--- src/rtl/addsub_seq.sv ---
// addsub_seq: multi-cycle add/subtract unit.
// Operands are consumed CHUNK bits per clock, least significant chunk first,
// with the carry between chunks held in a register. The result is widened to
// 2*WIDTH bits and reported along with carry, overflow, zero and sign flags.
//
// state | meaning
// ------+---------------------------------------------------------------
// IDLE  | waiting for start; outputs hold the last result
// RUN   | one chunk of the sum is produced per clock (N clocks)
// DONE  | done pulse; start here is accepted as in IDLE (back-to-back)

module addsub_seq #(
  parameter int WIDTH    = 32,
  parameter int CHUNK    = 8,
  parameter bit SIGN_EXT = 1'b1
) (
  input  logic                 clk,
  input  logic                 clr,
  input  logic                 start,
  input  logic                 op,
  input  logic                 use_cin,
  input  logic                 cin,
  input  logic [WIDTH-1:0]     a,
  input  logic [WIDTH-1:0]     b,
  output logic                 busy,
  output logic                 done,
  output logic [2*WIDTH-1:0]   result,
  output logic                 cout,
  output logic                 ovf,
  output logic                 zero,
  output logic                 neg
);

  localparam int N  = WIDTH / CHUNK;
  localparam int KW = (N > 1) ? $clog2(N) : 1;

  generate
    if ((CHUNK < 1) || (WIDTH % CHUNK != 0)) begin : g_bad_chunk
      $error("addsub_seq: WIDTH must be a non-zero multiple of CHUNK");
    end
  endgenerate

  typedef enum logic [1:0] {
    S_IDLE = 2'd0,
    S_RUN  = 2'd1,
    S_DONE = 2'd2
  } state_t;

  state_t             state;
  logic [WIDTH-1:0]   a_q;
  logic [WIDTH-1:0]   b_q;       // already inverted for subtract
  logic               carry_q;
  logic [KW-1:0]      k_q;
  logic [WIDTH-1:0]   sum_q;
  logic               op_q;

  int                 lo;
  logic [CHUNK-1:0]   a_chunk;
  logic [CHUNK-1:0]   b_chunk;
  logic [CHUNK-1:0]   s_chunk;
  logic               c_chunk;
  logic [WIDTH-1:0]   sum_full;
  logic               msb_cin;
  logic               last_chunk;
  logic [2*WIDTH-1:0] ext;

  // Chunk adder for the current index, plus the final result/flag values
  // that are only committed on the last chunk.
  always_comb begin
    lo                 = int'(k_q) * CHUNK;
    a_chunk            = a_q[lo +: CHUNK];
    b_chunk            = b_q[lo +: CHUNK];
    {c_chunk, s_chunk} = {1'b0, a_chunk} + {1'b0, b_chunk} + {{CHUNK{1'b0}}, carry_q};
    sum_full           = sum_q;
    sum_full[lo +: CHUNK] = s_chunk;
    // Sum bit = a ^ b ^ carry-in, so the carry into the MSB falls out directly.
    msb_cin            = a_q[WIDTH-1] ^ b_q[WIDTH-1] ^ sum_full[WIDTH-1];
    last_chunk         = (k_q == KW'(N - 1));
    if (SIGN_EXT) begin
      ext = {{WIDTH{sum_full[WIDTH-1]}}, sum_full};
    end else if (op_q) begin
      // No borrow (cout=1) means a non-negative difference.
      ext = {{WIDTH{~c_chunk}}, sum_full};
    end else begin
      ext = {{(WIDTH-1){1'b0}}, c_chunk, sum_full};
    end
  end

  // Control FSM, operand capture, chunk sequencing and registered outputs.
  always_ff @(posedge clk) begin
    if (clr) begin
      state   <= S_IDLE;
      busy    <= 1'b0;
      done    <= 1'b0;
      result  <= '0;
      cout    <= 1'b0;
      ovf     <= 1'b0;
      zero    <= 1'b0;
      neg     <= 1'b0;
      a_q     <= '0;
      b_q     <= '0;
      carry_q <= 1'b0;
      k_q     <= '0;
      sum_q   <= '0;
      op_q    <= 1'b0;
    end else begin
      case (state)
        S_IDLE, S_DONE: begin
          done <= 1'b0;
          if (start) begin
            a_q     <= a;
            b_q     <= op ? ~b : b;
            carry_q <= op ? ~(use_cin & cin) : (use_cin & cin);
            op_q    <= op;
            k_q     <= '0;
            sum_q   <= '0;
            busy    <= 1'b1;
            state   <= S_RUN;
          end else begin
            state   <= S_IDLE;
          end
        end
        S_RUN: begin
          sum_q   <= sum_full;
          carry_q <= c_chunk;
          k_q     <= k_q + 1'b1;
          if (last_chunk) begin
            k_q    <= '0;
            busy   <= 1'b0;
            done   <= 1'b1;
            result <= ext;
            cout   <= c_chunk;
            ovf    <= msb_cin ^ c_chunk;
            zero   <= (sum_full == '0);
            neg    <= sum_full[WIDTH-1];
            state  <= S_DONE;
          end
        end
        default: begin
          busy  <= 1'b0;
          done  <= 1'b0;
          state <= S_IDLE;
        end
      endcase
    end
  end

endmodule
--- config.mk ---
export PLATFORM = sky130hd
export DESIGN_NAME = addsub_seq
export DESIGN_NICKNAME = d
export VERILOG_FILES = /design/src/rtl/addsub_seq.sv
export SDC_FILE = /design/constraint.sdc
export NUM_CORES = 1
export LEC_CHECK = 0
export BUFFER_PORTS_ARGS = -buffer_cell sky130_fd_sc_hd__buf_2
export CORE_MARGIN = 10
export CORE_UTILIZATION = 25
export CTS_CLUSTER_SIZE = 30
export DETAILED_ROUTE_END_ITERATION = 6
export GPL_ROUTABILITY_DRIVEN = 0
export HOLD_SLACK_MARGIN = 0.05
export MAX_ROUTING_LAYER = met4
export PLACE_DENSITY = 0.45
export SYNTH_ARGS = -nofsm -noshare
export SYNTH_HDL_FRONTEND = slang
export SYNTH_SLANG_ARGS = --single-unit
--- constraint.sdc ---
create_clock -name clk -period 7.95 [get_ports clk]
set_input_delay 0 -clock clk [delete_from_list [all_inputs] [get_ports clk]]
set_output_delay 0 -clock clk [all_outputs]
set_load 0.02 [all_outputs]
==> results.md, run 1 <==
- The count of nets left with antenna violations once routing finished came out at 0.
- From synthesis to final layout, the design area changed by 31.6%.
- Measured against its own limit, the worst slew margin works out to 23.2%.
- After layout, the worst path uses 47.9% of the clock period.
- The die boundary width is 181 µm.
- The power density over the cells is 216 nW/µm².
- In this run, CTS created clock tree buffers numbering 17.
- The end of the worst hold path is carry_q.
- The routed layout has 5505 vias.
- Yosys instantiated no cell more often than sky130_fd_sc_hd__dfxtp_1.
- The number of cells in the design after placement is 1134.
- The number of diodes is 0.
- Synthesis instantiated 55 different standard cells from the library.
- In the synthesized netlist, the cells that appear most often are sky130_fd_sc_hd__dfxtp_1 (138), sky130_fd_sc_hd__nand2_1 (106), sky130_fd_sc_hd__nor2_1 (76).
- The area fraction of the dominant cell type after synthesis is 42.6%.
- The net count of the finished layout is 975.
- For this run, the number of Yosys warnings is 0.
- The number of antenna violations at the first check in global routing is 0.
- The register-to-register setup slack is 4.14 ns.
- Setup repair after global routing left no endpoint under its margin.
- In this run the mean area of a mapped cell was 8.77 µm².
- The flow ran to the end, and the final reports show no timing, DRC or antenna violations.
- The clock tree skew after final layout is 0.00964 ns.
- Excluding fillers, the count of instances in the completed layout stands at 1233.
- The detailed router finished its first iteration with 327 violations.
- Yosys mapped a number of flops with a built-in enable equal to 0.
- Setup violations remaining at the end of the flow were counted as 0.
- For this run, the total global-route usage over all layers was measured as 12.7%.
- After layout, the design draws a total of 1.84 mW.
- Counting along the longest clock path gives a buffer depth of 2.
- The routed design could run at a clock period as short as 3.81 ns.
- The final wirelength is 20.4 mm.
- Clock-pin slew was measured on the worst setup and hold paths at 0.06 ns.
- The die covers 32800 µm².
- Of all nets on the critical path, the largest fanout is 20.
- The startpoint of the lowest-slack register-to-register path is k_q[0].
- The maximum clock rate is 263 MHz.
- The total of max-cap violations is 0.
- The largest net degree at the start of global routing is 77.
- The worst-case IR drop observed on VDD is 0.108 mV.
- In this run the critical register-to-register path is captured at zero.
- Among all stages on the critical path, the largest delay is contributed by sky130_fd_sc_hd__mux4_2.
- The clock insertion delay at the later pin of the skew report is 0.43 ns.
- TritonCTS built the clock tree.
- The most common flop cell mapped by yosys is sky130_fd_sc_hd__dfxtp_1.
- The via count of the first global-routing pass came to 5706.
- The count of clock tree sinks is 138.
- The area of the core is 25400 µm².
- The startpoint of the tightest hold check path is cin.
- The tree is rooted in a sky130_fd_sc_hd__clkbuf_16.
- The data required time at the worst endpoint is 8.30 ns.
- Cells with a size suffix above 1 make up 22.7% of the layout.
- When the netlist entered floorplanning its net count stood at 825.
- The DRC violation count after routing is 0.
- The cell with the most instances on the worst path is sky130_fd_sc_hd__fa_1.
- The first-pass iteration count of the detailed router is 4.
- During I/O placement, the number of pins put on the boundary was 140.
- The post-detailed-route via-to-cell ratio is 4.46.
- The final design utilization is 33.6%.
- The number of levels the H-tree was split into is 4.
- The critical path in this run is classified as register to register.
- The leakage power figure is 3.41 nW.
- The floorplan has 58 rows.
- Adding up every negative setup slack in the final design gives 0 ns.
- Summing every instance area after synthesis gives 6490 µm².
- Measured in cells, the most critical reg-to-reg path has a length of 12.
- The first-pass GRT wire length is 32.7 mm.
- Dividing the detail-routed wire length by the instance count gives 16.5 µm.
- The data arrival time at the worst-slack endpoint is 4.16 ns.
- Global routing finished with a remaining overflow of 0.
- The worst setup path is captured at a register.
- The cell count of the worst hold path is 5.
- Synthesis produced a netlist whose cell count is 740.
- Of all cell types, the one taking the most synthesized area is sky130_fd_sc_hd__dfxtp_1.
- The final number of max-transition violations is 0.
- Traced cell by cell, the critical path runs through buf_4 -> mux4_2 -> fa_1 -> inv_1 -> fa_1 -> xor2_1 -> a21oi_1 -> or4b_1 -> nor4_1 -> o2111a_1 -> nand4_1 -> o21ai_1.
- The classification of the worst-slack hold path is input port to register.
- The starting density of the core is 25.6%.
- For the pin with the worst max-slew slack, the measured transition is 1.14 ns.
- Sorting the synthesized cells by area gives the leading types as sky130_fd_sc_hd__dfxtp_1 (43%), sky130_fd_sc_hd__nand2_1 (6.1%), sky130_fd_sc_hd__a211oi_1 (5.9%).
- Sequential elements use 42.6% of the synthesized area.
- In the synthesized netlist the async set-or-reset flop fraction comes to 0%.
- The final hold violation count is 0.
- The wire-length estimate of the detail-placed layout is 14.3 mm.
- Counting flops and latches in the post-synthesis netlist gives 138.
- Measured along the y axis, the die boundary spans 181 µm.
- The type of element launching the critical path is a register.
- During placement, the flow inserted port buffers numbering 139.
- The delay of the slowest cell on the worst path is 0.57 ns.
==> critical path, delay by kind of cell (launching register included) <==
| family | cells | cell delay (ns) |
|---|---|---|
| and+or+nand+nor | 3 | 0.86 |
| adders and majority gates | 2 | 0.63 |
| muxes | 1 | 0.57 |
| DFF | 1 | 0.50 |
| buffers and inverters | 2 | 0.48 |
| AOI/OAI and AO/OA | 3 | 0.47 |
| xor gates and xnor gates | 1 | 0.20 |
==> stage by stage <==
stage	worst slack [ns]	cell area, µm²	hold WS [ns]
6_report	4.14	8540	0.138
5_1_grt	3.90	8540	0.163
4_1_cts	4.15	8540	0.129
3_5_place_dp	4.16	7250	0.250
3_3_place_gp	4.18	7250	0.247
2_1_floorplan	3.92	6490	0.136
==> logic make-up after synthesis <==
family | count (synthesis) | synth area share, %
simple gates | 238 | 16.1
compound gates | 189 | 18.7
flops | 138 | 42.6
buf+inv | 98 | 7.65
xor+xnor | 43 | 5.92
mux | 19 | 6.01
fa+ha+maj | 15 | 3.12
==> sequential cells by signal (all words and copies together), names as in the netlist <==
name and cells:
a_q 32, b_q 32, result 32, sum_q 32
k_q 2, state 2, busy 1, carry_q 1
cout 1, done 1, ovf 1, zero 1
==> cells in the final DEF (no fill, tap or decap), drive strengths merged, types with 2 or more instances in the layout <==
cell and count:
a22oi 11, clkinv 4, dfxtp 138, bufinv 3
o21bai 4, buf 148, and4 2, or2 2
fa 2, or3 2, a211oi 51, nand2b 4
nor2b 15, nand4 3, clkbuf 20, nand2 106
ha 13, a221oi 2, o2bb2ai 3, nor3 15
nor2 76, or4 3, xor2 3, mux4 16
mux2i 3, o22ai 5, clkinvlp 3, a21oi 50
dlygate4sd3 67, inv 16, xnor2 40, o21ai 43
a22o 10, a31oi 2
==> layer usage <==
layer	up-vias	share of wire, %	GRT usage (%)
met5	-	0	-
met4	0	0.99	3.55
met3	14	3.4	2.58
met2	128	48	20.1
met1	2512	48	16.2
li1	2851	-	-
==> area by class of cell <==
cell class | instances | area (µm²)
fill | 2674 | 16900
multi-input combinational | 504 | 3250
sequential | 138 | 2760
timing repair buffer | 215 | 1440
clock buffer | 20 | 467
tap | 330 | 413
clock inverter | 12 | 161
inverter | 14 | 52.6
==> report_power, final <==
part	total, mW	internal [mW]	switching (mW)
registers	0.739	0.721	0.0182
clock network	0.844	0.521	0.322
logic	0.261	0.113	0.148
total	1.84	1.35	0.489
==> worst max path at each step <==
stage	to	startpoint	slack (ns)
floorplan	zero	k_q[0]	3.92
global placement	zero	k_q[0]	4.18
detailed placement	zero	k_q[0]	4.16
CTS	zero	k_q[0]	4.15
global route	ovf	k_q[0]	3.90
finish	zero	k_q[0]	4.14
==> timing repair <==
item,4_1_cts,5_1_grt
setup endpoints to repair,0,0
setup buffers,0,0
hold buffers,67,0
hold endpoints to repair,86,0
resized for setup,0,0
Power figures use the tool's default switching activity.
==> run 2, diff against run 1 <==
--- a/config.mk
+++ b/config.mk
@@ -13,7 +13,7 @@
 export GPL_ROUTABILITY_DRIVEN = 0
 export HOLD_SLACK_MARGIN = 0.05
 export MAX_ROUTING_LAYER = met4
-export PLACE_DENSITY = 0.45
+export PLACE_DENSITY = 0.46
 export SYNTH_ARGS = -nofsm -noshare
 export SYNTH_HDL_FRONTEND = slang
 export SYNTH_SLANG_ARGS = --single-unit
==> constraint.sdc (replaced) <==
create_clock -name clk -period 3.44 [get_ports clk]
set_input_delay 0 -clock clk [delete_from_list [all_inputs] [get_ports clk]]
set_output_delay 0 -clock clk [all_outputs]
set_load 0.02 [all_outputs]
==> run 2 against run 1 <==
Global-route usage grew 0.10 points. Maximum frequency grew 16%. Count of clock-buffer cells in the layout grew 1. Via count grew 2.2%. Die area is the same. Clock power grew 100%. Critical path type unchanged. Largest power group is now sequential cells. Highest routed layer unchanged.
==> results.md, run 2 (synthesized netlist as in run 1, its figures left out) <==
- The run finished with clean final reports.
- Summing over every cut layer, the via total after detailed routing is 5624.
- VDD sags by at most 0.225 mV.
- The global-route usage over all layers is 12.8%.
- The area growth from synthesis to layout is 32.2%.
- The count of port buffers added during placement is 139.
- The power density over the cells is 472 nW/µm².
- The clock insertion delay at the later pin of the skew report is 0.42 ns.
- The via count of the first global-routing pass is 5672.
- Of the total power, the share spent switching nets is 27.3%.
- The capturing element type of the critical path is a register.
- The repair_antennas step left the layout with diodes totalling 0.
- The relative slew slack is 43.5%.
- The leakage power figure is 3.45 nW.
- Max-cap violations in this run came to 0.
- The die footprint is 32800 µm².
- The critical path class is register to register.
- The floorplan has 58 rows.
- Cell internal power was estimated by the tool at 2.95 mW.
- The final setup violation count is 0.
- The final number of max-transition violations is 0.
- The detailed placer's ending HPWL is 14.8 mm.
- The first global-routing pass estimated 32.9 mm of wire.
- The classification of the worst-slack hold path is input port to register.
- The post-detailed-route count of antenna-violating nets is 0.
- The final routed wire length divided by cell count is 16.5 µm.
- In this run, the number of DRC markers left after iteration 0 of detailed routing was 339.
- The setup TNS after final layout is 0 ns.
- After detailed routing, the number of remaining DRC violations is 0.
- Along the worst path, the maximum fanout reaches 8.
- The switching power summed over all nets is 1.11 mW.
- 140 I/O pins were placed.
- The post-detailed-route via-to-cell ratio is 4.51.
- Clock skew on the completed layout was measured at 0.0118 ns.
- The combinational share of power is 15.9%.
- The power share of the clock group is 42.0%.
- From bottom edge to top edge, the die measures 181 µm.
- The count of non-filler cells in the finished layout is 1248.
- The clock edge transition at the registers on the reported setup and hold paths is 0.06 ns.
- Leaving out fill and tap cells, the most frequent cells in the layout are sky130_fd_sc_hd__dfxtp_1 (138), sky130_fd_sc_hd__buf_2 (138), sky130_fd_sc_hd__nand2_1 (106), sky130_fd_sc_hd__nor2_1 (76), sky130_fd_sc_hd__dlygate4sd3_1 (66).
- The slew at the pin closest to its max-slew limit is 0.842 ns.
- Wires add up to 20.5 mm.
- The final hold violation count came to 0.
- The data required time at the worst endpoint is 3.79 ns.
- The number of buffers created by CTS is 17.
- The net count of the finished layout is 991.
- The deepest clock path buffer count is 2.
- The maximum clock rate is 304 MHz.
- The tree is rooted in a sky130_fd_sc_hd__clkbuf_16.
- The die boundary width is 181 µm.
- The count of clock tree sinks is 138.
- The part of the total power dissipated in sequential elements is 42.1%.
- The pre-antenna-repair detailed-routing pass consisted of 6 iterations.
- Global routing finished with a remaining overflow of 0.
- The portion of the clock cycle consumed by the worst path in the final layout is 95.5%.
- The area of the core is 25400 µm².
- For this configuration, the core starts out at a cell density of 25.6%.
- The largest net degree at the start of global routing is 74.
- Setup repair after global routing could not meet its margin everywhere.
- The post-route netlist has 23.6% of its cells at a drive strength greater than 1.
- The TritonCTS clock tree is built.
- For the finished layout, the period the worst path requires is 3.29 ns.
- The H-tree was split into 4 levels.
- Including well taps, the total number of placed cells is 1151.
- The number of antenna violations at the first check in global routing is 0.
- The data arrival time at the worst-slack endpoint is 3.64 ns.
- The type of element launching the critical path is a register.
run 2: cell count changes in the layout (fill, tap and decap cells not counted), sizes merged:
cell         before  now
buf             148  165
bufinv            3    1
clkbuf           20   21
clkinv            4    3
clkinvlp          3    4
dlygate4sd3      67   66
run 2: cell type report:
type | count | area [µm²]
fillers | 2668 | 16800
multi-input cells | 504 | 3250
flip-flops and latches | 138 | 2760
repair buffers | 231 | 1570
clock buffers | 21 | 440
well taps | 330 | 413
clock inverters | 10 | 96.3
inverters | 14 | 52.6
run 2: layer usage:
layer	track usage (%)	part of all wire [%]
met1	16.8	49
met2	19.5	46
met3	2.88	3.8
met4	3.51	1.1
met5	-	0
run 2: per-stage QoR:
step	hold WS [ns]	util (%)	total power, mW	instance area, µm²	setup slack (ns)
after floorplan	0.136	-	2.10	6500	0.00802
after global placement	0.248	29.1	2.33	7380	0.189
after detailed placement	0.252	29.1	2.33	7380	0.171
after CTS	0.152	33.8	4.10	8580	0.137
after global routing	0.206	33.8	4.25	8580	-0.00406
final	0.173	33.8	4.05	8580	0.154
run 2: repair_timing:
| item | CTS | global route |
|---|---|---|
| hold endpoints to repair | 88 | 0 |
| hold buffers | 66 | 0 |
| endpoints found under the setup margin | 0 | 1 |
| buffers inserted | 0 | 0 |
| gates resized for setup | 0 | 1 |
run 2: power by group through the flow:
stage	sequential [mW]	combinational, mW	clock [mW]
2_1_floorplan	1.73	0.376	0
3_3_place_gp	1.74	0.586	0
3_5_place_dp	1.74	0.587	0
4_1_cts	1.71	0.646	1.75
6_report	1.71	0.644	1.70
5_1_grt	1.71	0.711	1.82
run 2: path summary, 6_finish.rpt:
path | cells after the start | slack [ns] | end | startpoint
min | 5 | 0.17 | carry_q | cin
max | 12 | 0.15 | zero | k_q[0]
min reg2reg | 2 | 0.45 | sum_q[29] | sum_q[29]
max reg2reg | 12 | 0.15 | zero | k_q[0]
run 2: critical path, stage by stage, from the launching register on:
cell	delay (ns)
sky130_fd_sc_hd__dfxtp_1	0.36
sky130_fd_sc_hd__buf_4	0.19
sky130_fd_sc_hd__mux4_2	0.33
sky130_fd_sc_hd__fa_1	0.44
sky130_fd_sc_hd__inv_1	0.09
sky130_fd_sc_hd__fa_1	0.25
sky130_fd_sc_hd__xor2_1	0.22
sky130_fd_sc_hd__a21oi_1	0.10
sky130_fd_sc_hd__or4b_1	0.50
sky130_fd_sc_hd__nor4_1	0.28
sky130_fd_sc_hd__o2111a_1	0.24
sky130_fd_sc_hd__nand4_1	0.09
sky130_fd_sc_hd__o21ai_1	0.12
